<file path="src/rtl/tl_host_arbiter.sv">
// +----------------------------------------------------------------------------+
// | tl_host_arbiter: round-robin TL-UL host-to-device arbiter with source tag  |
// | routing and per-host outstanding limits.            Revision: 1.0          |
// +----------------------------------------------------------------------------+
`default_nettype none

package bus_params_pkg;
  parameter int BUS_AW  = 32;
  parameter int BUS_DW  = 32;
  parameter int BUS_SZW = 2;
  parameter int BUS_AIW = 8;
endpackage

module tl_host_arbiter #(
  parameter int NumHosts = 4,
  parameter int AW       = bus_params_pkg::BUS_AW,
  parameter int DW       = bus_params_pkg::BUS_DW,
  parameter int SZW      = bus_params_pkg::BUS_SZW,
  parameter int AIW      = bus_params_pkg::BUS_AIW,
  parameter int MaxOut   = 4,
  localparam int IdxW    = $clog2(NumHosts),
  localparam int DBW     = DW / 8,
  localparam int ApW     = 3 + AW + DW + DBW + SZW,
  localparam int DpW     = 3 + DW + SZW + 1
) (
  input  logic                    clk_i,
  input  logic                    rst_i,
  input  logic [NumHosts-1:0]     host_a_valid_i,
  output logic [NumHosts-1:0]     host_a_ready_o,
  input  logic [NumHosts*ApW-1:0] host_a_payload_i,
  input  logic [NumHosts*AIW-1:0] host_a_source_i,
  output logic                    dev_a_valid_o,
  input  logic                    dev_a_ready_i,
  output logic [ApW-1:0]          dev_a_payload_o,
  output logic [AIW-1:0]          dev_a_source_o,
  input  logic                    dev_d_valid_i,
  output logic                    dev_d_ready_o,
  input  logic [DpW-1:0]          dev_d_payload_i,
  input  logic [AIW-1:0]          dev_d_source_i,
  output logic [NumHosts-1:0]     host_d_valid_o,
  input  logic [NumHosts-1:0]     host_d_ready_i,
  output logic [DpW-1:0]          host_d_payload_o,
  output logic [AIW-1:0]          host_d_source_o,
  output logic                    err_o
);

  localparam int CntW   = $clog2(MaxOut + 1);
  localparam int SrcLoW = AIW - IdxW;

  logic [IdxW-1:0] ptr_q, ptr_d;
  logic [IdxW-1:0] lock_idx_q, lock_idx_d;
  logic            lock_q, lock_d;
  logic            err_q, err_d;
  logic [CntW-1:0] cnt_q [NumHosts];
  logic [CntW-1:0] cnt_d [NumHosts];

  logic [NumHosts-1:0] elig;
  logic [IdxW-1:0]     rr_grant;
  logic [IdxW:0]       idx_ext;
  logic [IdxW-1:0]     grant;
  logic                lock_valid;
  logic                violation;
  logic                a_acc;
  logic [AIW-1:0]      grant_src;
  logic                src_hi_bad;
  logic [IdxW-1:0]     d_idx;
  logic                d_in_range;
  logic                d_acc;

  // A channel: eligibility, round-robin scan from ptr, lock override.
  always_comb begin
    for (int k = 0; k < NumHosts; k++) begin
      elig[k] = host_a_valid_i[k] && (cnt_q[k] < CntW'(MaxOut));
    end

    // Scan downward so the smallest offset from ptr wins.
    rr_grant = ptr_q;
    idx_ext  = '0;
    for (int i = NumHosts - 1; i >= 0; i--) begin
      idx_ext = {1'b0, ptr_q} + (IdxW+1)'(i);
      if (idx_ext >= (IdxW+1)'(NumHosts)) begin
        idx_ext = idx_ext - (IdxW+1)'(NumHosts);
      end
      if (elig[idx_ext[IdxW-1:0]]) begin
        rr_grant = idx_ext[IdxW-1:0];
      end
    end

    lock_valid = 1'b0;
    for (int k = 0; k < NumHosts; k++) begin
      if (lock_idx_q == IdxW'(k)) lock_valid = host_a_valid_i[k];
    end
    violation     = lock_q && !lock_valid;
    grant         = lock_q ? lock_idx_q : rr_grant;
    dev_a_valid_o = lock_q ? !violation : |elig;
    a_acc         = dev_a_valid_o && dev_a_ready_i;

    host_a_ready_o  = '0;
    dev_a_payload_o = '0;
    grant_src       = '0;
    for (int k = 0; k < NumHosts; k++) begin
      if (grant == IdxW'(k)) begin
        host_a_ready_o[k] = dev_a_valid_o && dev_a_ready_i;
        dev_a_payload_o   = host_a_payload_i[k*ApW +: ApW];
        grant_src         = host_a_source_i[k*AIW +: AIW];
      end
    end
    src_hi_bad     = |grant_src[AIW-1 -: IdxW];
    dev_a_source_o = {grant, grant_src[SrcLoW-1:0]};
  end

  // D channel: route by the tag in the upper source bits; unknown tags are sunk.
  always_comb begin
    d_idx          = dev_d_source_i[AIW-1 -: IdxW];
    d_in_range     = {1'b0, d_idx} < (IdxW+1)'(NumHosts);
    host_d_valid_o = '0;
    dev_d_ready_o  = 1'b1;
    if (d_in_range) begin
      for (int k = 0; k < NumHosts; k++) begin
        if (d_idx == IdxW'(k)) begin
          host_d_valid_o[k] = dev_d_valid_i;
          dev_d_ready_o     = host_d_ready_i[k];
        end
      end
    end
    d_acc            = dev_d_valid_i && dev_d_ready_o && d_in_range;
    host_d_payload_o = dev_d_payload_i;
    host_d_source_o  = {{IdxW{1'b0}}, dev_d_source_i[SrcLoW-1:0]};
  end

  always_comb begin
    ptr_d      = ptr_q;
    lock_d     = lock_q;
    lock_idx_d = lock_idx_q;
    err_d      = err_q;

    if (violation) begin
      lock_d = 1'b0;
      err_d  = 1'b1;
    end else if (a_acc) begin
      lock_d = 1'b0;
      ptr_d  = (grant == IdxW'(NumHosts - 1)) ? '0 : grant + 1'b1;
      if (src_hi_bad) err_d = 1'b1;
    end else if (dev_a_valid_o) begin
      lock_d     = 1'b1;
      lock_idx_d = grant;
    end

    if (dev_d_valid_i && !d_in_range) err_d = 1'b1;

    // A matching accept and response in the same cycle cancel out.
    for (int k = 0; k < NumHosts; k++) begin
      cnt_d[k] = cnt_q[k];
      if (a_acc && (grant == IdxW'(k)) && !(d_acc && (d_idx == IdxW'(k)))) begin
        cnt_d[k] = cnt_q[k] + 1'b1;
      end else if (d_acc && (d_idx == IdxW'(k)) && !(a_acc && (grant == IdxW'(k)))) begin
        if (cnt_q[k] == '0) begin
          err_d = 1'b1;
        end else begin
          cnt_d[k] = cnt_q[k] - 1'b1;
        end
      end
    end
  end

  always_ff @(posedge clk_i) begin
    if (rst_i) begin
      ptr_q      <= '0;
      lock_q     <= 1'b0;
      lock_idx_q <= '0;
      err_q      <= 1'b0;
      for (int k = 0; k < NumHosts; k++) cnt_q[k] <= '0;
    end else begin
      ptr_q      <= ptr_d;
      lock_q     <= lock_d;
      lock_idx_q <= lock_idx_d;
      err_q      <= err_d;
      for (int k = 0; k < NumHosts; k++) cnt_q[k] <= cnt_d[k];
    end
  end

  assign err_o = err_q;

endmodule

`default_nettype wire

</file>
<file path="config.mk">
export PLATFORM = sky130hd
export DESIGN_NAME = tl_host_arbiter
export DESIGN_NICKNAME = d
export VERILOG_FILES = /design/src/rtl/tl_host_arbiter.sv
export SDC_FILE = /design/constraint.sdc
export NUM_CORES = 1
export LEC_CHECK = 0
export ABC_AREA = 1
export CORE_AREA = 2 2 202 204
export DETAILED_ROUTE_END_ITERATION = 6
export DIE_AREA = 0 0 204 206
export GPL_TIMING_DRIVEN = 0
export SETUP_SLACK_MARGIN = 0.02
export SLEW_MARGIN = 25
export SYNTH_ARGS = -nofsm -noshare
export SYNTH_HDL_FRONTEND = slang
export SYNTH_SLANG_ARGS = --single-unit
</file>
<file path="constraint.sdc">
create_clock -name clk_i -period 3.57 [get_ports clk_i]
set_input_delay 0.357 -clock clk_i [delete_from_list [all_inputs] [get_ports clk_i]]
set_output_delay 0.357 -clock clk_i [all_outputs]
set_load 0.05 [all_outputs]
</file>
# --- Word level (Yosys, flattened, before mapping) ---
# Memories as Yosys holds them, arrays and structs flattened.
# Index checks and enable logic that the tools add are counted.
word_totals:
  romBits: 0
  n_memories: 1
  ram_bits: 12
  in_bits: 382
  out_inout_bits: 138
  register_bits: 6
  latchBits: 0
classes:
  eq_ne: 9
  shifts: 0
  reduce_logical: 45
  order_cmp: 12
  add_sub_neg: 16
  muxes: 77
  n_div: 0
  bitwise: 6
  n_mul: 0
memory_table:
  columns: ["memory", "words", "width", "read_ports", "rd_ports_with_merged_regs", "write_ports", "line_no", "rtl"]
  rows:
  - ["cnt_q", 4, 3, 4, 0, 4, "54", "logic [CntW-1:0] cnt_q [NumHosts];"]
ops:
  columns: ["op", "n"]
  rows:
  - ["two-way mux 73 bit", 4]
  - ["two-way mux 3 bit", 16]
  - ["two-way mux 1 bit", 39]
  - ["two-way mux 8 bit", 4]
  - ["logical AND 1 bit", 23]
  - ["two-way mux 2 bit", 10]
  - ["adder 3 x 1 -> 3 bit (second input constant)", 4]
  - ["== test 2 bit (second input constant)", 6]
  - ["logical NOT 3 bit", 4]
  - ["less-than comparator 2 x 3 -> 1 bit (second input constant)", 4]
  - ["less-than comparator 3 bit (second input constant)", 4]
  - ["subtractor 3 x 1 -> 3 bit (second input constant)", 4]
  - ["logical NOT 1 bit", 10]
  - ["greater-or-equal comparator 3 bit (second input constant)", 3]
  - ["binary-select mux 1 bit (select 2 bit)", 4]
  - ["subtractor 2 x 1 -> 2 bit (second input constant)", 4]
  - ["adder 2 x 2 -> 3 bit (second input constant)", 2]
  - ["== test 2 x 1 -> 1 bit (second input constant)", 3]
  - ["logical NOT 2 bit", 3]
  - ["OR 1 bit", 4]
  - ["OR reduction 4 bit", 1]
  - ["adder 2 x 1 -> 3 bit (second input constant)", 1]
  - ["greater-or-equal comparator 2 x 3 -> 1 bit (second input constant)", 1]
  - ["AND reduction 3 bit", 1]
  - ["other kinds (5)", 6]

# --- Depth between registers and ports, before layout ---
logic_depth:
  ltp_word: 31
  depth_mapped: 26
  ltp_nobuf: 24

# --- Least setup slack after synthesis ---
# OpenSTA, ideal clock, no wires.
synth_timing:
  path_type: "reg2reg"
  from: "register ptr_q[0]"
  to: "memory cnt_q[3][2] (netlist name)"
  arrival_time_ns: 3.826
  required_ns: 3.449
  slack_ns: -0.378
  path_buffers: 2
  path_stages_with_launch: 24
  period_less_slack_ns: 3.948
  path_cell_list: "dfxtp_1 buf_6 xnor2_2 inv_2 nand2_2 nand2_1 nand2_1 nand2_1 nand2_1 nand2_1 nand3_2 nand2_4 inv_1 ha_1 clkbuf_1 inv_1 nor2_1 ha_1 inv_1 fa_1 xnor2_1 nand2_1 o21ai_0 a21oi_1"
synth_rtl:
  columns: ["element", "line_no", "rtl"]
  rows:
  - ["start, declared", "50", "logic [IdxW-1:0] ptr_q, ptr_d;"]
  - ["start signal, assigned", "174", "ptr_q <= ptr_d;"]
  - ["end, declared", "54", null]

# --- Worst setup path in the final report ---
layout_timing:
  from: "register ptr_q[0]"
  to: "output dev_a_payload_o[55]"
layout_between:
  elab_chain_cells: 15
  elab_cells_between_ends: 36
  cone_classes: "add/sub: 7; order compare: 4; eq/ne: 3; mux: 21; reduce/logical: 1"
layout_rtl:
  columns: ["element", "line_no", "rtl"]
  rows:
  - ["adder 2 x 2 -> 3 bit", "80", "idx_ext = {1'b0, ptr_q} + (IdxW+1)'(i);"]
  - ["greater-or-equal comparator 3 bit or subtractor 2 x 1 -> 2 bit (tied branches)", "81, 82", null]
  - ["two-way mux 2 bit", "81", "if (idx_ext >= (IdxW+1)'(NumHosts)) begin"]
  - ["binary-select mux 1 bit (select 2 bit)", "84", "if (elig[idx_ext[IdxW-1:0]]) begin"]
  - ["two-way mux 1 bit (not written as such)", "84", null]
  - ["two-way mux 2 bit (3 in a row)", "84", null]
  - ["two-way mux 2 bit (*)", "84", null]
  - ["two-way mux 2 bit (*)", "94", "grant = lock_q ? lock_idx_q : rr_grant;"]
  - ["logical NOT 2 bit", "102", "if (grant == IdxW'(k)) begin"]
  - ["two-way mux 73 bit (3 in a row)", "102", null]
  - ["two-way mux 73 bit (*)", "102", null]
  - ["end, declared", "34", "output logic [ApW-1:0] dev_a_payload_o,"]
# Mark *: on every way between the ends. The rest lies on a longest branch, timed or not. The select of a mux whose other input is x is not followed.

==> flow_metrics.env <==
export IMPL_synthCells=656
export IMPL_clock_skew_ps=1.98
export IMPL_yosys_area_share_xor_xnor_pct=1.28
export IMPL_r2r_cells=23
export IMPL_firstDrtPassIters=5
export IMPL_synth_compound_area_share_pct=38.0
export IMPL_crit_top_cell="nand2_1"
export IMPL_grt_overflow=0
export IMPL_whs_ps=513
export IMPL_cp_start_kind="register"
export IMPL_dp_slack_ps=-1730
export IMPL_core_mm2=0.0402
export IMPL_die_h_um=206
export IMPL_synth_top_family_by_area="compound AO/OA/AOI/OAI gates"
export IMPL_antennaDiodeCount=0
export IMPL_end_kind="output port"
export IMPL_die_width_um=204
export IMPL_clock_sinks=18
export IMPL_vias_per_cell=4.09
export IMPL_wl_um=31000
export IMPL_fin_crit_sh_pct=96.9
export IMPL_synth_adder_area_share_pct=5.76
export IMPL_worstSkewPairLatency_ps=250
export IMPL_area_growth_pct=155
export IMPL_synth_seq_area_share_pct=9.01
export IMPL_crit_fanout=10
export IMPL_clkTransAtPathRegs_ps=50
export IMPL_r2r_slack_ps=230
export IMPL_syn_area_per_cell_um2=6.09
export IMPL_vias=6876
export IMPL_wl_per_cell_um=18.5
export IMPL_cap_violations=0
export IMPL_start_util_pct=9.95
export IMPL_synth_area_mm2=0.00400
export IMPL_final_nets=1548
export IMPL_fin_ws_ps=110
export IMPL_antenna_found_initial=0
export IMPL_power_leakage_nw=4.06
export IMPL_cts_inserted_buffers=3
export IMPL_crit_slowest_cell="o31ai_2"
export IMPL_dp_hpwl_um=25800
export IMPL_relSlewSlack_pct=47.9
export IMPL_crit_chain="buf_8, clkinv_8, o21ai_4, nand2_2, nand2_1, nand2_1, nand2_2, nand2_1, nand2_1, nand3_2, nand2_4, inv_4, ha_4, buf_12, nor2_4, buf_12, buf_8, a221oi_1, o31ai_2, buf_6"
export IMPL_fp_dieArea_mm2=0.0420
export IMPL_total_power_mw=8.74
export IMPL_grt_pass1_wl_um=41700
export IMPL_worstHoldPathType="register to register"
export IMPL_gp_congestion=0.936
export IMPL_io_pins=520
export IMPL_rows=74
export IMPL_grt_pass1_vias=6638
export IMPL_synth_area_mux_share_pct=0
export IMPL_cts_tree="yes"
export IMPL_yosysWarnings=0
export IMPL_place_port_buffers=473
export IMPL_crit_required_ps=3210
export IMPL_crit_path_end="dev_a_payload_o[55]"
export IMPL_slew_viol_final=0
export IMPL_rsz0062_at_grt="true"
export IMPL_rr_endpoint="cnt_q[2][2]"
export IMPL_hold_viol=0
export IMPL_critPathLaunch="ptr_q[0]"
export IMPL_grtUsageTotal_pct=13.2
export IMPL_grt_max_degree=11
export IMPL_critical_path_class="register to output port"
export IMPL_critPathArrivalTime_ps=3100
export IMPL_synthSimpleGateAreaFrac_pct=26.1
export IMPL_cts_max_level=1
export IMPL_drt_iter0_drc=340
export IMPL_synth_seq_cells=18
export IMPL_vdd_drop_max_mv=0.494
export IMPL_ys_types=36
export IMPL_postLayoutCoreUtil_pct=25.4
export IMPL_remaining_drc_errors=0
export IMPL_final_setup_viol_count=0
export IMPL_ant_nets=0
export IMPL_fmax_mhz=289
export IMPL_clockBufferDepth=2
export IMPL_cts_root_buffer="clkbuf_16"
export IMPL_postCtsHoldBufs=0
export IMPL_drive_above_1_share_pct=27.5
export IMPL_max_stage_delay_ps=430
export IMPL_r2r_start="ptr_q[0]"
export IMPL_fin_crit_ps=3460
export IMPL_p_per_area_mw_per_mm2=856
export IMPL_worstMarginPinSlew_ps=779
export IMPL_outcome="finished, final reports clean"
-- where the power goes --
part	internal (mW)	total [mW]	leakage, nW	switching (mW)
combinational	2.77	8.25	3.88	5.48
clock	0.148	0.230	0.0370	0.0820
sequential	0.232	0.260	0.147	0.0271
total	3.15	8.74	4.06	5.59
-- kinds of logic after synthesis --
family | Yosys count
other | 1
DFF | 18
buffers and inverters | 157
and+or+nand+nor | 259
adders and majority gates | 16
AOI/OAI and AO/OA | 200
xor gates and xnor gates | 5
-- what timing repair did --
| item | 4_1_cts | 5_1_grt |
|---|---|---|
| endpoints found under the setup margin | 91 | 84 |
| cloned | 0 | 2 |
| buffers inserted | 5 | 9 |
| pin swaps | 8 | 10 |
| endpoints found under the hold margin | 0 | 0 |
| resized for setup | 501 | 79 |
-- worst min path at each step --
| stage | start | to | slack, ps | depth (start not counted) |
|---|---|---|---|---|
| after global routing | cnt_q[1][0] | cnt_q[1][0] | 550 | 2 |
| final | cnt_q[1][0] | cnt_q[1][0] | 510 | 2 |
| after floorplan | rst_i | err_o | 430 | 1 |
| after global placement | cnt_q[3][0] | cnt_q[3][0] | 500 | 2 |
| after detailed placement | cnt_q[1][0] | cnt_q[1][0] | 510 | 2 |
| after CTS | cnt_q[1][0] | cnt_q[1][0] | 520 | 2 |
-- worst max-delay path: cells and delay by family, from the launching register on --
kind	cells	cell delay (ps)
AO/OA/AOI/OAI	3	690
adder cells (fa/ha/maj)	1	160
buffers and inverters	7	920
flip-flops	1	330
AND/OR/NAND/NOR	9	730
-- cells in the mapped netlist --
master      n  area [µm²]
a22o_1      1        8.76
nand2_1   118         443
nand2_2     1        6.26
nor3_1      5        25.0
buf_1       2        7.51
nand3_1    11        55.1
a31oi_1     1        6.26
o31ai_1    79         593
nor4_1      1        6.26
o311ai_0    1        8.76
buf_4      48         360
or2_2       1        6.26
inv_4       1        6.26
xnor2_1     4        35.0
nor2_4      1        11.3
nand3_2     4        40.0
buf_2      10        50.1
nand2_4     1        11.3
inv_1      52         195
a21o_1      1        7.51
nor2_1    115         432
o21ai_0    19        95.1
ha_1       12         150
fa_1        4        80.1
xnor2_2     1        16.3
a221oi_1   79         692
conb_1      1        3.75
dfxtp_1    18         360
clkbuf_1   39         146
inv_2       4        15.0
o21ai_2     2        17.5
buf_6       1        11.3
a21oi_2     1        8.76
a21oi_1    15        75.1
o21ai_1     1        5.00
nand4_1     1        6.26
-- sequential cells by signal, indices dropped and copies added (netlist names) --
signal	count
ptr_q	2
lock_q	1
cnt_q	12
lock_idx_q	2
err_o	1
-- metrics by stage --
| stage | area [µm²] | std cells | setup TNS (ps) |
|---|---|---|---|
| 2_1_floorplan | 4410 | 657 | -104 |
| 3_3_place_gp | 9810 | 1662 | -125500 |
| 3_5_place_dp | 9810 | 1662 | -129780 |
| 4_1_cts | 9880 | 1669 | 0 |
| 5_1_grt | 10200 | 1680 | -21.7 |
| 6_report | 10200 | 1680 | 0 |
-- layout make-up --
class	instances	area, µm²
well taps	532	666
repair buffers	489	4710
inverters	57	231
plain buffers	99	761
multi-input cells	482	3400
clock buffers	3	75.1
flip-flops and latches	18	362
fillers	4469	30000
-- per-layer routing --
layer,track usage (%),part of all wire (%)
met5,0,0
met4,2.59,1.9
met3,1.73,5.4
met2,23.9,52
met1,16.6,41
-- layout by cell type (no fill, tap or decap), types with 11 or more instances in the layout --
cell type and count:
clkdlybuf4s50_1 387, nand2_1 112, nor2_1 111, buf_4 85
o31ai_2 79, a221oi_1 73, inv_1 47, buf_2 34
clkbuf_2 26, o21ai_0 19, dfxtp_1 17, a21oi_1 15
buf_6 14, clkbuf_4 11
Note: power is estimated with default switching activity, not from simulation.
